[src/rtl/keypad_scan.sv]
// 4x4 matrix keypad scanner: one row driven low at a time, whole-frame debounce,
// debounced key levels plus a one-cycle pulse for each newly committed press.
module keypad_scan #(
    parameter int unsigned SCAN_DIV     = 50000,
    parameter int unsigned DEBOUNCE_CNT = 4
) (
    input  logic        clk,
    input  logic        rst,
    input  logic [3:0]  col_in,
    output logic [3:0]  row_out,
    output logic [15:0] key_state,
    output logic [15:0] key_pulse
);

    localparam int unsigned DivW = (SCAN_DIV > 2) ? $clog2(SCAN_DIV) : 1;
    localparam int unsigned CntW = $clog2(DEBOUNCE_CNT + 1);

    localparam logic [DivW-1:0] DivMax    = DivW'(SCAN_DIV - 1);
    localparam logic [CntW-1:0] CntCommit = CntW'(DEBOUNCE_CNT - 1);
    localparam logic [CntW-1:0] CntSat    = CntW'(DEBOUNCE_CNT);

    logic [3:0]      col_s1_q;
    logic [3:0]      col_s_q;
    logic [DivW-1:0] div_cnt_q, div_cnt_d;
    logic [1:0]      row_idx_q, row_idx_d;
    logic [3:0]      row_out_q, row_out_d;
    logic [15:0]     raw_frame_q, raw_frame_d;
    logic [15:0]     last_frame_q, last_frame_d;
    logic [CntW-1:0] stable_cnt_q, stable_cnt_d;
    logic [15:0]     key_state_q, key_state_d;
    logic [15:0]     key_pulse_q, key_pulse_d;

    logic            tick;
    logic            frame_end;
    logic [15:0]     frame;

    assign tick      = (div_cnt_q == DivMax);
    assign frame_end = tick && (row_idx_q == 2'd3);
    // Row 3 is sampled on the same edge the frame is judged, so splice it in live.
    assign frame     = {~col_s_q, raw_frame_q[11:0]};

    // Scan divider, row sequencing and raw frame capture.
    always_comb begin
        div_cnt_d   = div_cnt_q + 1'b1;
        row_idx_d   = row_idx_q;
        row_out_d   = row_out_q;
        raw_frame_d = raw_frame_q;
        if (tick) begin
            div_cnt_d                            = '0;
            row_idx_d                            = row_idx_q + 2'd1;
            row_out_d                            = ~(4'b0001 << row_idx_d);
            raw_frame_d[{row_idx_q, 2'b00} +: 4] = ~col_s_q;
        end
    end

    // Frame debounce and commit.
    always_comb begin
        last_frame_d = last_frame_q;
        stable_cnt_d = stable_cnt_q;
        key_state_d  = key_state_q;
        key_pulse_d  = '0;
        if (frame_end) begin
            if (frame != last_frame_q) begin
                last_frame_d = frame;
                stable_cnt_d = CntW'(1);
            end else if (stable_cnt_q < CntCommit) begin
                stable_cnt_d = stable_cnt_q + 1'b1;
            end else if (stable_cnt_q == CntCommit) begin
                stable_cnt_d = CntSat;
                key_state_d  = frame;
                key_pulse_d  = frame & ~key_state_q;
            end
        end
    end

    always_ff @(posedge clk or posedge rst) begin
        if (rst) begin
            col_s1_q     <= 4'b1111;
            col_s_q      <= 4'b1111;
            div_cnt_q    <= '0;
            row_idx_q    <= 2'd0;
            row_out_q    <= 4'b1110;
            raw_frame_q  <= '0;
            last_frame_q <= '0;
            stable_cnt_q <= '0;
            key_state_q  <= '0;
            key_pulse_q  <= '0;
        end else begin
            col_s1_q     <= col_in;
            col_s_q      <= col_s1_q;
            div_cnt_q    <= div_cnt_d;
            row_idx_q    <= row_idx_d;
            row_out_q    <= row_out_d;
            raw_frame_q  <= raw_frame_d;
            last_frame_q <= last_frame_d;
            stable_cnt_q <= stable_cnt_d;
            key_state_q  <= key_state_d;
            key_pulse_q  <= key_pulse_d;
        end
    end

    assign row_out   = row_out_q;
    assign key_state = key_state_q;
    assign key_pulse = key_pulse_q;

endmodule

[config.mk]
export PLATFORM = sky130hd
export DESIGN_NAME = keypad_scan
export DESIGN_NICKNAME = d
export VERILOG_FILES = /design/src/rtl/keypad_scan.sv
export SDC_FILE = /design/constraint.sdc
export NUM_CORES = 1
export LEC_CHECK = 0
export CORE_ASPECT_RATIO = 0.9
export CORE_MARGIN = 2
export CORE_UTILIZATION = 45
export DETAILED_ROUTE_END_ITERATION = 16
export PLACE_DENSITY = 0.66
export REMOVE_ABC_BUFFERS = 1
export SYNTH_ARGS = -nofsm -noshare
export SYNTH_HDL_FRONTEND = slang
export SYNTH_SLANG_ARGS = --single-unit
[constraint.sdc]
create_clock -name clk -period 6.3 [get_ports clk]
set_clock_uncertainty 0.05 [all_clocks]
set_input_delay 0.945 -clock clk [delete_from_list [all_inputs] [get_ports clk]]
set_output_delay 0.945 -clock clk [all_outputs]
set_load 0.005 [all_outputs]
Word level (Yosys, flattened, before mapping)
Cells that the tools add are included.
{"block": "totals", "elab_cells": 42, "ramBits": 0, "rom_bits": 0, "mem_count": 0, "output_inout_bits": 36, "regBits": 97, "latchBits": 0, "inputBits": 6}
{"block": "classes", "n_reduce_logical": 5, "shift": 3, "multipliers": 0, "n_mux": 9, "bitwise_logic": 6, "order_cmp": 1, "addsub": 4, "n_eq_ne": 4, "n_div": 0}
{"op": "2-to-1 mux 16 bit", "count": 5}
{"op": "adder 16 x 1 -> 16 bit, second input constant", "count": 1}
{"op": "bitwise AND 16 bit", "count": 1}
{"op": "bitwise mux 16 bit", "count": 1}
{"op": "equality test 16 bit, second input constant", "count": 1}
{"op": "inequality test 16 bit", "count": 1}
{"op": "NOT 16 bit", "count": 1}
{"op": "variable shift 4 x 6 -> 16 bit, first input constant", "count": 1}
{"op": "variable part select 4 x 6 -> 16 bit", "count": 1}
{"op": "2-to-1 mux 3 bit", "count": 3}
{"op": "NOT 4 bit", "count": 2}
{"op": "negator 4 -> 6 bit", "count": 1}
{"op": "AND reduction 2 bit", "count": 2}
{"op": "AND reduction 4 bit", "count": 1}
{"op": "left shift 1 x 2 -> 4 bit, first input constant", "count": 1}
{"op": "adder 3 x 1 -> 3 bit, second input constant", "count": 1}
{"op": "equality test 3 x 2 -> 1 bit, second input constant", "count": 1}
{"op": "less-than comparator 3 x 2 -> 1 bit, second input constant", "count": 1}
{"op": "nonzero test 3 bit", "count": 1}
{"op": "adder 2 x 1 -> 2 bit, second input constant", "count": 1}
{"op": "equality test 2 bit, second input constant", "count": 1}
{"op": "NOT 1 bit", "count": 2}
{"op": "logical AND 1 bit", "count": 1}

Logic depth before layout (Yosys ltp)
Gate-level depths: netlist of the first run.
{"block": "depth", "depth_word": 6, "depth_mapped": 9, "depth_no_buf": 6}

Worst setup path after synthesis of the first run
Ideal clock, no wire load.
{"block": "synth_timing", "path_type": "reg2reg", "start": "reg col_s_q[3]", "end": "reg key_state_q[0] (netlist: key_state[0])", "arrival_time_ps": 2191, "period_less_slack_ps": 2365, "path_stages_with_launch": 8, "n_path_buf": 2, "t_required_ps": 6125, "path_slack_ps": 3935, "setup_time_ps": 125, "path_cell_list": "dfstp_2 > buf_6 > xnor2_1 > nor4_2 > nand4_2 > nor4_4 > buf_6 > mux2_2"}
{"block": "synth_between", "elab_chain_cells": 4}
{"item": "from (decl)", "line_no": "23", "text": "logic [3:0] col_s_q;"}
{"item": "from (signal assigned)", "line_no": "90", "text": "col_s_q <= col_s1_q;"}
{"item": "NOT 4 bit", "line_no": "40", "text": "assign frame = {~col_s_q, raw_frame_q[11:0]};"}
{"item": "inequality test 16 bit", "line_no": "63", "text": "if (frame != last_frame_q) begin"}
{"item": "NOT 1 bit (no line)"}
{"item": "AND reduction 4 bit (no line)"}
{"item": "to (signal assigned)", "line_no": "97", "text": "key_state_q <= key_state_d;"}
{"item": "to (decl)", "line_no": "30", "text": "logic [15:0] key_state_q, key_state_d;"}
Every way passes these cells.
A chain may end at the register's enable or synchronous reset.

Worst setup path after layout of the first run
{"block": "layout_timing", "start": "reg div_cnt_q[7]", "end": "reg key_state_q[1] (netlist: key_state[1])"}
{"block": "layout_between", "elab_chain_cells": 3}
{"item": "from (decl)", "line_no": "24", "text": "logic [DivW-1:0] div_cnt_q, div_cnt_d;"}
{"item": "from (signal assigned)", "line_no": "91", "text": "div_cnt_q <= div_cnt_d;"}
{"item": "equality test 16 bit", "line_no": "37", "text": "assign tick = (div_cnt_q == DivMax);"}
{"item": "logical AND 1 bit", "line_no": "38", "text": "assign frame_end = tick && (row_idx_q == 2'd3);"}
{"item": "AND reduction 4 bit (no line)"}
Every way passes these cells.

==> reports/qor.txt, run 1 <==
Clk_lat worst skew -> 0.36 ns
Sequential cell area -> 0.00234 mm^2
Setup violators final -> 0
First-pass GRT wire length -> 11500 um
Cell Chain, Critical Path -> nor4b_1, and4_1, nand2_1, nor4_4, buf_4, mux2_2
CTS tree -> done
Die width -> 102 um
Footprint of the multi-input gates -> 0.00141 mm^2
DR DRC count -> 0
Placed insts -> 455
Buffers and inverters on the worst path -> 1
Max-cap violations -> 0
Tot GR Track Use -> 16.1%
Syn avg cell area -> 12.9 um^2
Critical Path Source Type -> flip-flop
Vias -> 2327
Post-Place Cell Area -> 0.00439 mm^2
Top delay family on crit path -> simple AND/OR/NAND/NOR gates
Net switching fraction of the power -> 21.1%
Area contributors post-synth -> dfrtp_1 53%, dfstp_2 7.4%, mux2_2 6.9%
Min cycle time layout -> 2.83 ns
Sw power -> 0.000214 W
Synthesized instance count -> 303
Max incr delay on CP -> 0.65 ns
Clock network fraction of design power -> 38.6%
Synthesis-to-layout area growth -> 17.7%
Crit. End Element -> flip-flop
Sequential power share -> 59.7%
I/O Buffers -> 41
Peak supply drop -> 0.158 mV
Setup_tns -> 0 ns
PD cells -> 221 mW/mm^2
CTS clk-pin slew, worst paths -> 0.08 ns
Status -> finished clean
Worst Tran Pin Value -> 1.06 ns
Number of diodes -> 0
Sequential fraction of the synthesis area -> 60.1%
P_leak -> 2.06 nW
Wire per inst -> 14.3 um
CTS H-tree depth -> 3
Synth warn -> 0
Total gr overflow -> 0
Starting Density -> 45.9%
Antenna violations before repair -> 0
Post-CTS Resized -> 0
Core area -> 0.00849 mm^2
Final hold vios -> 0
RSZ-0062 raised after global routing -> no
Synth Cell Area -> 0.00389 mm^2
Share of post-route cells with drive strength above 1 -> 17.6%
Worst path required time -> 6.49 ns
Fin cells -> 471
Cell Rows -> 32
Int Power -> 0.000800 W
Vias in the first global route -> 2371
Most frequent cells in the layout -> 82 x dfrtp_1, 41 x clkdlybuf4s50_1, 28 x nand2_1
Final instance area -> 0.00459 mm^2
CP Max Fanout -> 16
Crit path DAT -> 3.03 ns
Flop and latch count out of synthesis -> 93
Drt pass-1 iters -> 4
Antenna viol nets, final -> 0
Max-slew violations -> 0
Leading area contributor after synthesis -> dfrtp_1
Slew HR -> 29.1%
Via density -> 4.94
Nets -> 361
DR iter-0 viols -> 93
Comb power frac -> 1.8%
Hold crit path type -> reg2reg
Yosys top cell area share -> 52.7%
DPL Wire Length -> 4510 um
Clock Tree Buf Depth -> 2
Largest net degree at the start of global routing -> 64
Final period util -> 45.0%
Filler Cell Count -> 758
CTS Buf Count -> 9
# hold bufs at CTS -> 0
DRT Wirelength -> 6720 um
CP max stage cell -> and4_1
Synth cell types -> 39
Critical path type -> reg2reg
Top Ports -> 42
F_max -> 0.353 GHz
TritonCTS Sinks -> 93
Die ar. -> 0.00942 mm^2
Chip height -> 92.3 um
Post-CTS Setup Bufs -> 0
Commonest non-fill, non-tap cell in the layout -> dfrtp_1
Final GP Congestion -> 0.737
Cell at the root of the clock tree -> clkbuf_8
## final cells by class
class	count	area share, %
Clock buffer	12	3.17
Clock inverter	4	1.04
Inverter	15	1.26
Multi-Input combinational cell	184	30.8
Sequential cell	93	51.1
Tap cell	119	3.25
Timing Repair Buffer	44	9.44
## power groups by stage
stage	logic, W	registers, W	clock network (W)
after floorplan	0.0000114	0.000615	0
after CTS	0.0000193	0.000605	0.000404
final	0.0000178	0.000605	0.000391
after global routing	0.0000210	0.000606	0.000430
after global placement	0.0000191	0.000616	0
after detailed placement	0.0000193	0.000616	0
## stage by stage
step	power, W	setup slack (ns)	util, %	hold slack (ns)
6_report	0.00101	3.47	54.0	0.308
5_1_grt	0.00106	3.24	54.0	0.314
4_1_cts	0.00103	3.42	54.0	0.310
3_5_place_dp	0.000636	3.45	51.8	0.297
3_3_place_gp	0.000635	3.46	51.8	0.296
2_1_floorplan	0.000627	2.90	-	0.295
## Yosys cell counts (all sizes together)
cell / number
and3: 2
inv: 15
clkbuf: 1
buf: 10
and2: 1
ha: 8
nor2: 10
xnor2: 11
nor4: 6
o22a: 1
a21oi: 5
dfstp: 11
nand2: 28
xor2: 19
o31ai: 12
dfrtp: 82
nor2b: 1
nand4: 6
mux2: 24
nand3: 5
nor3: 7
nor3b: 13
o21ai: 6
mux2i: 8
a21o: 1
or3: 1
or4: 1
nor4b: 1
nand3b: 3
nor4bb: 1
and4: 2
o21bai: 1
## registers in the layout (all words and copies together), names as in the netlist
| name | count |
|---|---|
| key_pulse | 16 |
| row_idx_q | 2 |
| col_s1_q | 4 |
| raw_frame_q | 12 |
| div_cnt_q | 16 |
| key_state | 16 |
| col_s_q | 4 |
| row_out | 4 |
| last_frame_q | 16 |
| stable_cnt_q | 3 |
## logic make-up after synthesis
group	count (synthesis)	share of synthesized area, %
buffers and inverters	26	3.63
multiplexers	32	8.99
XOR/XNOR	30	6.75
flip-flops	93	60.1
AND/OR/NAND/NOR	88	13.6
AO/OA/AOI/OAI	26	4.34
adder cells (fa/ha/maj)	8	2.57
## final timing paths
kind                                   start            end  slack, ns  cells past startpoint
worst max-delay path            div_cnt_q[7]   key_state[1]       3.47                      6
worst min-delay path             col_s1_q[3]     col_s_q[3]       0.31                      0
worst max register to register  div_cnt_q[7]   key_state[1]       3.47                      6
worst min register to register   col_s1_q[3]     col_s_q[3]       0.31                      0
max in group asynchronous                rst     row_out[2]       4.12                      3
min in group asynchronous                rst  key_state[12]       1.08                      2
## layer usage
layer	vias to the layer above	global-route usage, %	part of all wire [%]
met2	38	23.9	45
li1	1125	-	-
met1	1153	22.5	50
met5	-	0	0
met4	0	5.33	1.6
met3	11	5.03	3.5
(Power assumes the default switching activity.)
==> run 2: changes to the inputs <==
--- a/config.mk
+++ b/config.mk
@@ -9,7 +9,7 @@
 export CORE_MARGIN = 2
 export CORE_UTILIZATION = 45
 export DETAILED_ROUTE_END_ITERATION = 16
-export PLACE_DENSITY = 0.66
+export PLACE_DENSITY = 0.68
 export REMOVE_ABC_BUFFERS = 1
 export SYNTH_ARGS = -nofsm -noshare
 export SYNTH_HDL_FRONTEND = slang
==> constraint.sdc (replaced) <==
create_clock -name clk -period 2.3 [get_ports clk]
set_clock_uncertainty 0.05 [all_clocks]
set_input_delay 0.345 -clock clk [delete_from_list [all_inputs] [get_ports clk]]
set_output_delay 0.345 -clock clk [all_outputs]
set_load 0.005 [all_outputs]
==> reports/qor.txt, run 2 (synthesis results as in run 1) <==
PD cells -> 616 mW/mm^2
Setup_tns -> 0 ns
Clock network fraction of design power -> 43.9%
Tot GR Track Use -> 17.6%
Most frequent cells in the layout -> 82 x dfrtp_1, 41 x clkdlybuf4s50_1, 28 x nand2_1
F_max -> 0.441 GHz
DR iter-0 viols -> 109
Max-cap violations -> 0
CTS tree -> done
DR DRC count -> 0
Final hold vios -> 0
Sequential power share -> 53.6%
Critical Path Source Type -> flip-flop
Worst path required time -> 2.50 ns
Antenna viol nets, final -> 0
Crit. End Element -> flip-flop
Crit path DAT -> 2.47 ns
Chip height -> 92.3 um
Largest net degree at the start of global routing -> 35
Min cycle time layout -> 2.27 ns
Peak supply drop -> 0.341 mV
Synthesis-to-layout area growth -> 28.4%
Top Ports -> 42
I/O Buffers -> 41
Status -> finished clean
Via density -> 4.95
Total gr overflow -> 0
Cell at the root of the clock tree -> clkbuf_8
Final worst slack -> 0.0346 ns
Antenna violations before repair -> 0
Share of post-route cells with drive strength above 1 -> 27.5%
Nets -> 391
Starting Density -> 45.9%
Drt pass-1 iters -> 4
Critical path type -> reg2reg
Hold crit path type -> in2async
Core area -> 0.00849 mm^2
Clock Tree Buf Depth -> 2
Clk_lat worst skew -> 0.36 ns
CP Max Fanout -> 6
Int Power -> 0.00243 W
Cell Rows -> 32
Max-slew violations -> 0
Sw power -> 0.000645 W
P_leak -> 2.29 nW
Vias -> 2481
Die ar. -> 0.00942 mm^2
Worst Tran Pin Value -> 0.592 ns
TritonCTS Sinks -> 93
Final period util -> 98.5%
Pre-CTS setup slack -> -0.0938 ns
Wire per inst -> 15.0 um
Number of diodes -> 0
CTS clk-pin slew, worst paths -> 0.09 ns
CTS H-tree depth -> 3
RSZ-0062 raised after global routing -> yes
CTS Buf Count -> 9
DRT Wirelength -> 7520 um
Final GP Congestion -> 0.798
Slew HR -> 60.2%
Die width -> 102 um
Setup violators final -> 0
First-pass GRT wire length -> 12600 um
Vias in the first global route -> 2467
DPL Wire Length -> 5250 um
Comb power frac -> 2.5%
Commonest non-fill, non-tap cell in the layout -> dfrtp_1
Net switching fraction of the power -> 20.9%
# hold bufs at CTS -> 0
## run 2: changes by cell type in the layout (fill, tap and decap cells not counted), moves of 3 or more
cell    delta
buf_4     +23
buf_6      +4
buf_12     +3
mux2_2     -3
mux2_4     +3
## run 2: area by class of cell
type	instances	area, um^2
tap	119	149
clock inverter	6	116
timing repair buffer	74	711
clock buffer	10	138
multi-input combinational	184	1490
inverter	15	57.6
sequential	93	2340
fill	707	3490
## run 2: through the flow
stage | instance area (um^2) | utilization [%] | cells | total power (W) | hold slack, ns
finish | 5000 | 58.9 | 501 | 0.00308 | 0.293
global route | 5000 | 58.9 | 501 | 0.00319 | 0.315
global placement | 4630 | 54.6 | 482 | 0.00175 | 0.296
CTS | 4910 | 57.8 | 499 | 0.00312 | 0.298
detailed placement | 4630 | 54.6 | 482 | 0.00176 | 0.297
floorplan | 3810 | - | 292 | 0.00172 | 0.295
## run 2: timing repair
action / 4_1_cts / 5_1_grt
endpoints found under the setup margin: 32 / 39
pin swaps: 4 / 6
gates resized for setup: 2 / 17
buffers inserted: 1 / 2
cloned: 0 / 0
## run 2: final timing paths
| kind | from | end | slack, ns | depth (start not counted) |
|---|---|---|---|---|
| min in group clk | col_s1_q[2] | col_s_q[2] | 0.31 | 0 |
| max | raw_frame_q[7] | key_state[8] | 0.03 | 7 |
| max reg2reg | raw_frame_q[7] | key_state[8] | 0.03 | 7 |
| max in group asynchronous | rst | key_state[7] | 1.30 | 3 |
| min reg2reg | col_s1_q[2] | col_s_q[2] | 0.31 | 0 |
| min | rst | last_frame_q[13] | 0.29 | 2 |
## run 2: critical path: stages, from the launching register on
cell and delay (ns):
dfrtp_1 0.40, xor2_1 0.18, nor4_2 0.36, nand4_2 0.17, buf_6 0.16, nor4_4 0.32, buf_6 0.19, mux2_2 0.34
## run 2: layer usage
metal | wire length, um | global-route usage (%) | vias up | part of all wire (%)
met3 | 171 | 3.43 | 9 | 2.3
li1 | - | - | 1186 | -
met1 | 3810 | 26.5 | 1244 | 51
met4 | 134 | 7.33 | 0 | 1.8
met2 | 3400 | 24.8 | 42 | 45
met5 | 0 | 0 | - | 0
## run 2: power by group through the flow
stage | clock (W) | sequential, W | combinational (W)
floorplan | 0 | 0.00168 | 0.0000313
global placement | 0 | 0.00168 | 0.0000730
detailed placement | 0 | 0.00168 | 0.0000752
CTS | 0.00139 | 0.00165 | 0.0000755
global route | 0.00145 | 0.00165 | 0.0000864
finish | 0.00135 | 0.00165 | 0.0000760
==> edit 1 (settings of run 2) <==
The parameter `DEBOUNCE_CNT` goes from 4 to 2.
--- a/src/rtl/keypad_scan.sv
+++ b/src/rtl/keypad_scan.sv
@@ -2,7 +2,7 @@
 // debounced key levels plus a one-cycle pulse for each newly committed press.
 module keypad_scan #(
     parameter int unsigned SCAN_DIV     = 50000,
-    parameter int unsigned DEBOUNCE_CNT = 4
+    parameter int unsigned DEBOUNCE_CNT = 2
 ) (
     input  logic        clk,
     input  logic        rst,
Function: no difference found for any inputs over 10 cycles, from zero or initial values and one cycle with rst high; that may be too few to reach the edited logic, so the function may still have changed.
==> edit 1 against run 2 <==
- synthesized cell count down 2.3%
- power fell by 8.3%
- routed wire length is 9.6% lower
- sequential cell count fell by 1
- utilization is 2.2 points lower
- combinational power down 15%
- area after synthesis down 2.8%
- largest cell class unchanged
- final area fell by 8.0%
- worst setup slack improved by 0.23 ns
==> edit 1: results (changes against run 2) <==
Routing
  • Metal3 WL: 232 um (+36%)
  • Wl on met1: 3320 um (-13%)
  • WL/cell: 14.9 um (-0.63%)
  • Max layer used: met4
  • Starting DRT DRC Count: 97 (-11%)

Final layout
  • Nets: 364 (-6.9%)
  • Non-filler cells, final: 456 (-9.0%)
  • Share of cells above drive strength 1: 0.193 (-0.0816)
  • Design Area, Final: 0.00460 sq mm (-8.0%)
  • Fillers: 665 (-5.9%)

STA
  • Worst-Margin Slew: 0.357 ns (-0.235 ns)

Global routing
  • Vias in the first global route: 2354 (-4.6%)
  • GRT Resource Usage Total: 0.165 (-0.0105)
  • Met1 GRT Util: 0.241 (-0.0233)
  • First-pass GRT wire length: 11800 um (-5.8%)
  • M2 GR Usage: 0.242 (-0.00558)
  • Met3 usage in global routing: 0.0308 (-0.00351)
  • Largest net degree at the start of global routing: 62 (+77%)

Power and ir drop
  • Combinational Power: 0.0644 mW (-15%)
  • NetSw: 0.605 mW (-6.2%)
  • P_leak: 2.05 nW (-10%)

Clock network
  • Clock H-tree levels: 3 (unchanged)
  • Post CTS Setup Buffer Count: 0 (-1)
  • PostCTS Resize Cnt: 0 (-2)

Logic synthesis
  • Async SR Flop Fraction: 1.00 (unchanged)
  • Commonest cells in the netlist: dfrtp_1 (81), nand2_1 (27), xnor2_1 (20)
  • Synth area leaders: dfrtp_1 (54%), dfstp_2 (7.6%), mux2_2 (5.4%)
  • XOR/XNOR share of the synthesized area: 0.0694 (+0.00194)
  • Post-synthesis compound-gate area fraction: 0.0364 (-0.00701)
  • Multiplexer share of the synthesized area: 0.0975 (+0.00754)
  • Syn Area/Cell: 12.8 sq um (-0.50%)
  • Register area share after synthesis: 0.612 (+0.0107)

Placed design
  • Worst slack, placed: 0.0366 ns (+0.130 ns)
  • Cell Area, Placed: 0.00436 sq mm (-5.9%)
  • HPWL Detailed: 4640 um (-12%)

Worst setup path
  • Critical path peak fanout: 16 (+10)
  • Critical Path Max Stage Delay: 0.55 ns (+0.15 ns)
  • CP arrival: 2.23 ns (-0.24 ns)

Outcome
  • Outcome: finished, final reports clean
[edit 1: changes by cell type in the layout (fill, tap and decap cells not counted), moves of 3 or more]
cell / run 2 / this run
nor2_1: 10 / 15
buf_4: 26 / 11
nor3b_2: 8 / 0
xnor2_1: 10 / 20
xor2_1: 19 / 10
mux2_2: 21 / 18
nor3b_1: 5 / 12
a21oi_1: 5 / 2
buf_6: 4 / 0
nand4_1: 5 / 8
[edit 1: cell type report]
cell class              count  area share
clock buffers              12      0.0337
flip-flops and latches     92       0.504
repair buffers             54       0.116
well taps                  99      0.0269
inverters                  14      0.0117
multi-input cells         181       0.296
clock inverters             4      0.0120
[edit 1: worst paths after layout]
path,from,end,slack (ns)
min in group clk,col_s1_q[0],col_s_q[0],0.31
worst min-delay path,rst,div_cnt_q[14],0.21
max in group asynchronous,rst,row_out[1],1.34
worst min register to register,col_s1_q[0],col_s_q[0],0.31
worst max-delay path,col_s_q[1],last_frame_q[4],0.26
worst max register to register,col_s_q[1],last_frame_q[4],0.26
==> edit 2 (flow settings as in run 2) <==
Without the edit above. The output `key_pulse` loses its register stage (`key_pulse_q` becomes a continuous assignment).
--- a/src/rtl/keypad_scan.sv
+++ b/src/rtl/keypad_scan.sv
@@ -84,7 +84,6 @@
             last_frame_q <= '0;
             stable_cnt_q <= '0;
             key_state_q  <= '0;
-            key_pulse_q  <= '0;
         end else begin
             col_s1_q     <= col_in;
             col_s_q      <= col_s1_q;
@@ -95,9 +94,10 @@
             last_frame_q <= last_frame_d;
             stable_cnt_q <= stable_cnt_d;
             key_state_q  <= key_state_d;
-            key_pulse_q  <= key_pulse_d;
         end
     end
+
+    assign key_pulse_q = key_pulse_d;
 
     assign row_out   = row_out_q;
     assign key_state = key_state_q;
Function: no difference found for any inputs over 10 cycles, from zero or initial values and one cycle with rst high; that may be too few to reach the edited logic, so the function may still have changed.
==> edit 2 against run 2 <==
- the flow now finishes with violations (setup timing)
- final cell count grew 2.8%
- worst setup slack lost 0.53 ns
- power shrank 22%
- utilization grew 6.9 points
- routed wire length grew 5.7%
- sequential share of layout area shrank 7.5 points
- combinational power shrank 3.3%
- sequential cell count shrank 16
- final area shrank 1.2%
- die area shrank 11%
- first-iteration DRC count grew 18%
- area after synthesis shrank 11%
- critical path type is now flop to primary output
- critical endpoint is now key_pulse[4]
- largest power group unchanged
==> edit 2: results (changes against run 2) <==
Global routing
  • Met3 usage in global routing: 0.0597 (+0.0254)
  • M2 GR Usage: 0.313 (+0.0653)
  • Met1 GRT Util: 0.293 (+0.0285)
  • First-pass GRT wire length: 12900 um (+3.1%)
  • Largest net degree at the start of global routing: 26 (-26%)
  • GRT Resource Usage Total: 0.209 (+0.0330)

Outcome
  • Outcome: complete, but fails checks
  • Failing checks: setup timing

Placed design
  • Cell Area, Placed: 0.00442 sq mm (-4.7%)
  • RD Place Congestion: 0.787 (-1.3%)
  • Worst slack, placed: -0.470 ns (-0.376 ns)
  • HPWL Detailed: 5370 um (+2.3%)

Worst setup path
  • Worst reg2reg setup slack: -0.26 ns (-0.29 ns)
  • Worst flop-to-flop path startpoint: div_cnt_q[10]
  • CP arrival: 2.40 ns (-0.07 ns)
  • Critical path peak fanout: 5 (-1)
  • Crit path from: raw_frame_q[9]

Clock network
  • CTS root buf: clkbuf_8
  • Longest Clk Path Bufs: 2 (unchanged)
  • Clock H-tree levels: 3 (unchanged)

Power and ir drop
  • Worst vdd ir: 0.387 mV (+13%)
  • P_leak: 2.40 nW (+5.0%)
  • Internal: 1.82 mW (-25%)

Final layout
  • Share of cells above drive strength 1: 0.413 (+0.138)
  • Diodes inserted: 0 (unchanged)
  • Nets: 428 (+9.5%)

Routing
  • Total iterations of the first detailed-routing run: 4 (unchanged)
  • Vias after detailed routing: 2649 (+6.8%)
  • Drt total wl: 7950 um (+5.7%)
  • Starting DRT DRC Count: 129 (+18%)

STA
  • Worst slew margin: 0.686 (+0.0837)
  • Final setup vio count: 44 (+44)
  • Hold Worst Slack: 0.203 ns (-0.0908 ns)
  • Worst setup margin: -0.493 ns (-0.527 ns)
  • Setup TNS: -10.29 ns (-10.29 ns)

Logic synthesis
  • Commonest cells in the netlist: dfrtp_1 (66), o21ai_0 (22), nand2_1 (21)
  • Synth area leaders: dfrtp_1 (48%), dfstp_2 (8.3%), mux2_2 (5.9%)
  • Synth unique cells: 35 (-10%)
  • Syn Area/Cell: 11.8 sq um (-8.4%)
  • Register area share after synthesis: 0.560 (-0.0407)
-- edit 2: routing by layer --
layer  up-vias  wire [um]
li1       1263          -
met1      1309       3740
met2        62       3720
met3        15        359
met4         0        127
met5         -          0
-- edit 2: critical path: cells and delay by family, from the launching register on --
family	cells	cell delay, ns
XOR/XNOR	1	0.19
buffers and inverters	5	0.66
flip-flops	1	0.39
AND/OR/NAND/NOR	4	0.78
-- edit 2: layout make-up --
type	count	area [sq um]
Inverter	11	41.3
Clock inverter	6	48.8
Timing Repair Buffer	115	988
Multi-Input combinational cell	200	1660
Fill cell	594	2570
Clock buffer	10	138
Tap cell	96	120
Sequential cell	77	1940
-- edit 2: kinds of logic after synthesis --
kind of cell	share of synthesized area
fa+ha+maj	0.0289
compound gates	0.0585
mux	0.0925
flops	0.560
buf+inv	0.0210
xor+xnor	0.0708
simple gates	0.168
-- edit 2: worst max-delay path by stage --
stage	endpoint	slack [ns]	cells past startpoint
2_1_floorplan	key_state[10]	-0.98	5
6_report	key_pulse[4]	-0.49	10
4_1_cts	key_pulse[4]	-0.57	10
3_3_place_gp	key_pulse[0]	-0.44	7
3_5_place_dp	key_pulse[1]	-0.47	7
5_1_grt	key_pulse[4]	-0.60	10
-- edit 2: power by group through the flow --
stage,clock (mW),combinational (mW),sequential (mW)
after floorplan,0,0.0292,1.40
after global placement,0,0.0711,1.40
after detailed placement,0,0.0715,1.40
after CTS,0.969,0.0740,1.37
after global routing,1.03,0.0821,1.37
final,0.945,0.0735,1.37
-- edit 2: timing repair --
action / CTS / global route
cloned: 1 / 0
pin swaps: 9 / 9
setup buffers: 12 / 5
setup endpoints to repair: 53 / 59
hold buffers: 0 / 0
resized for setup: 120 / 15
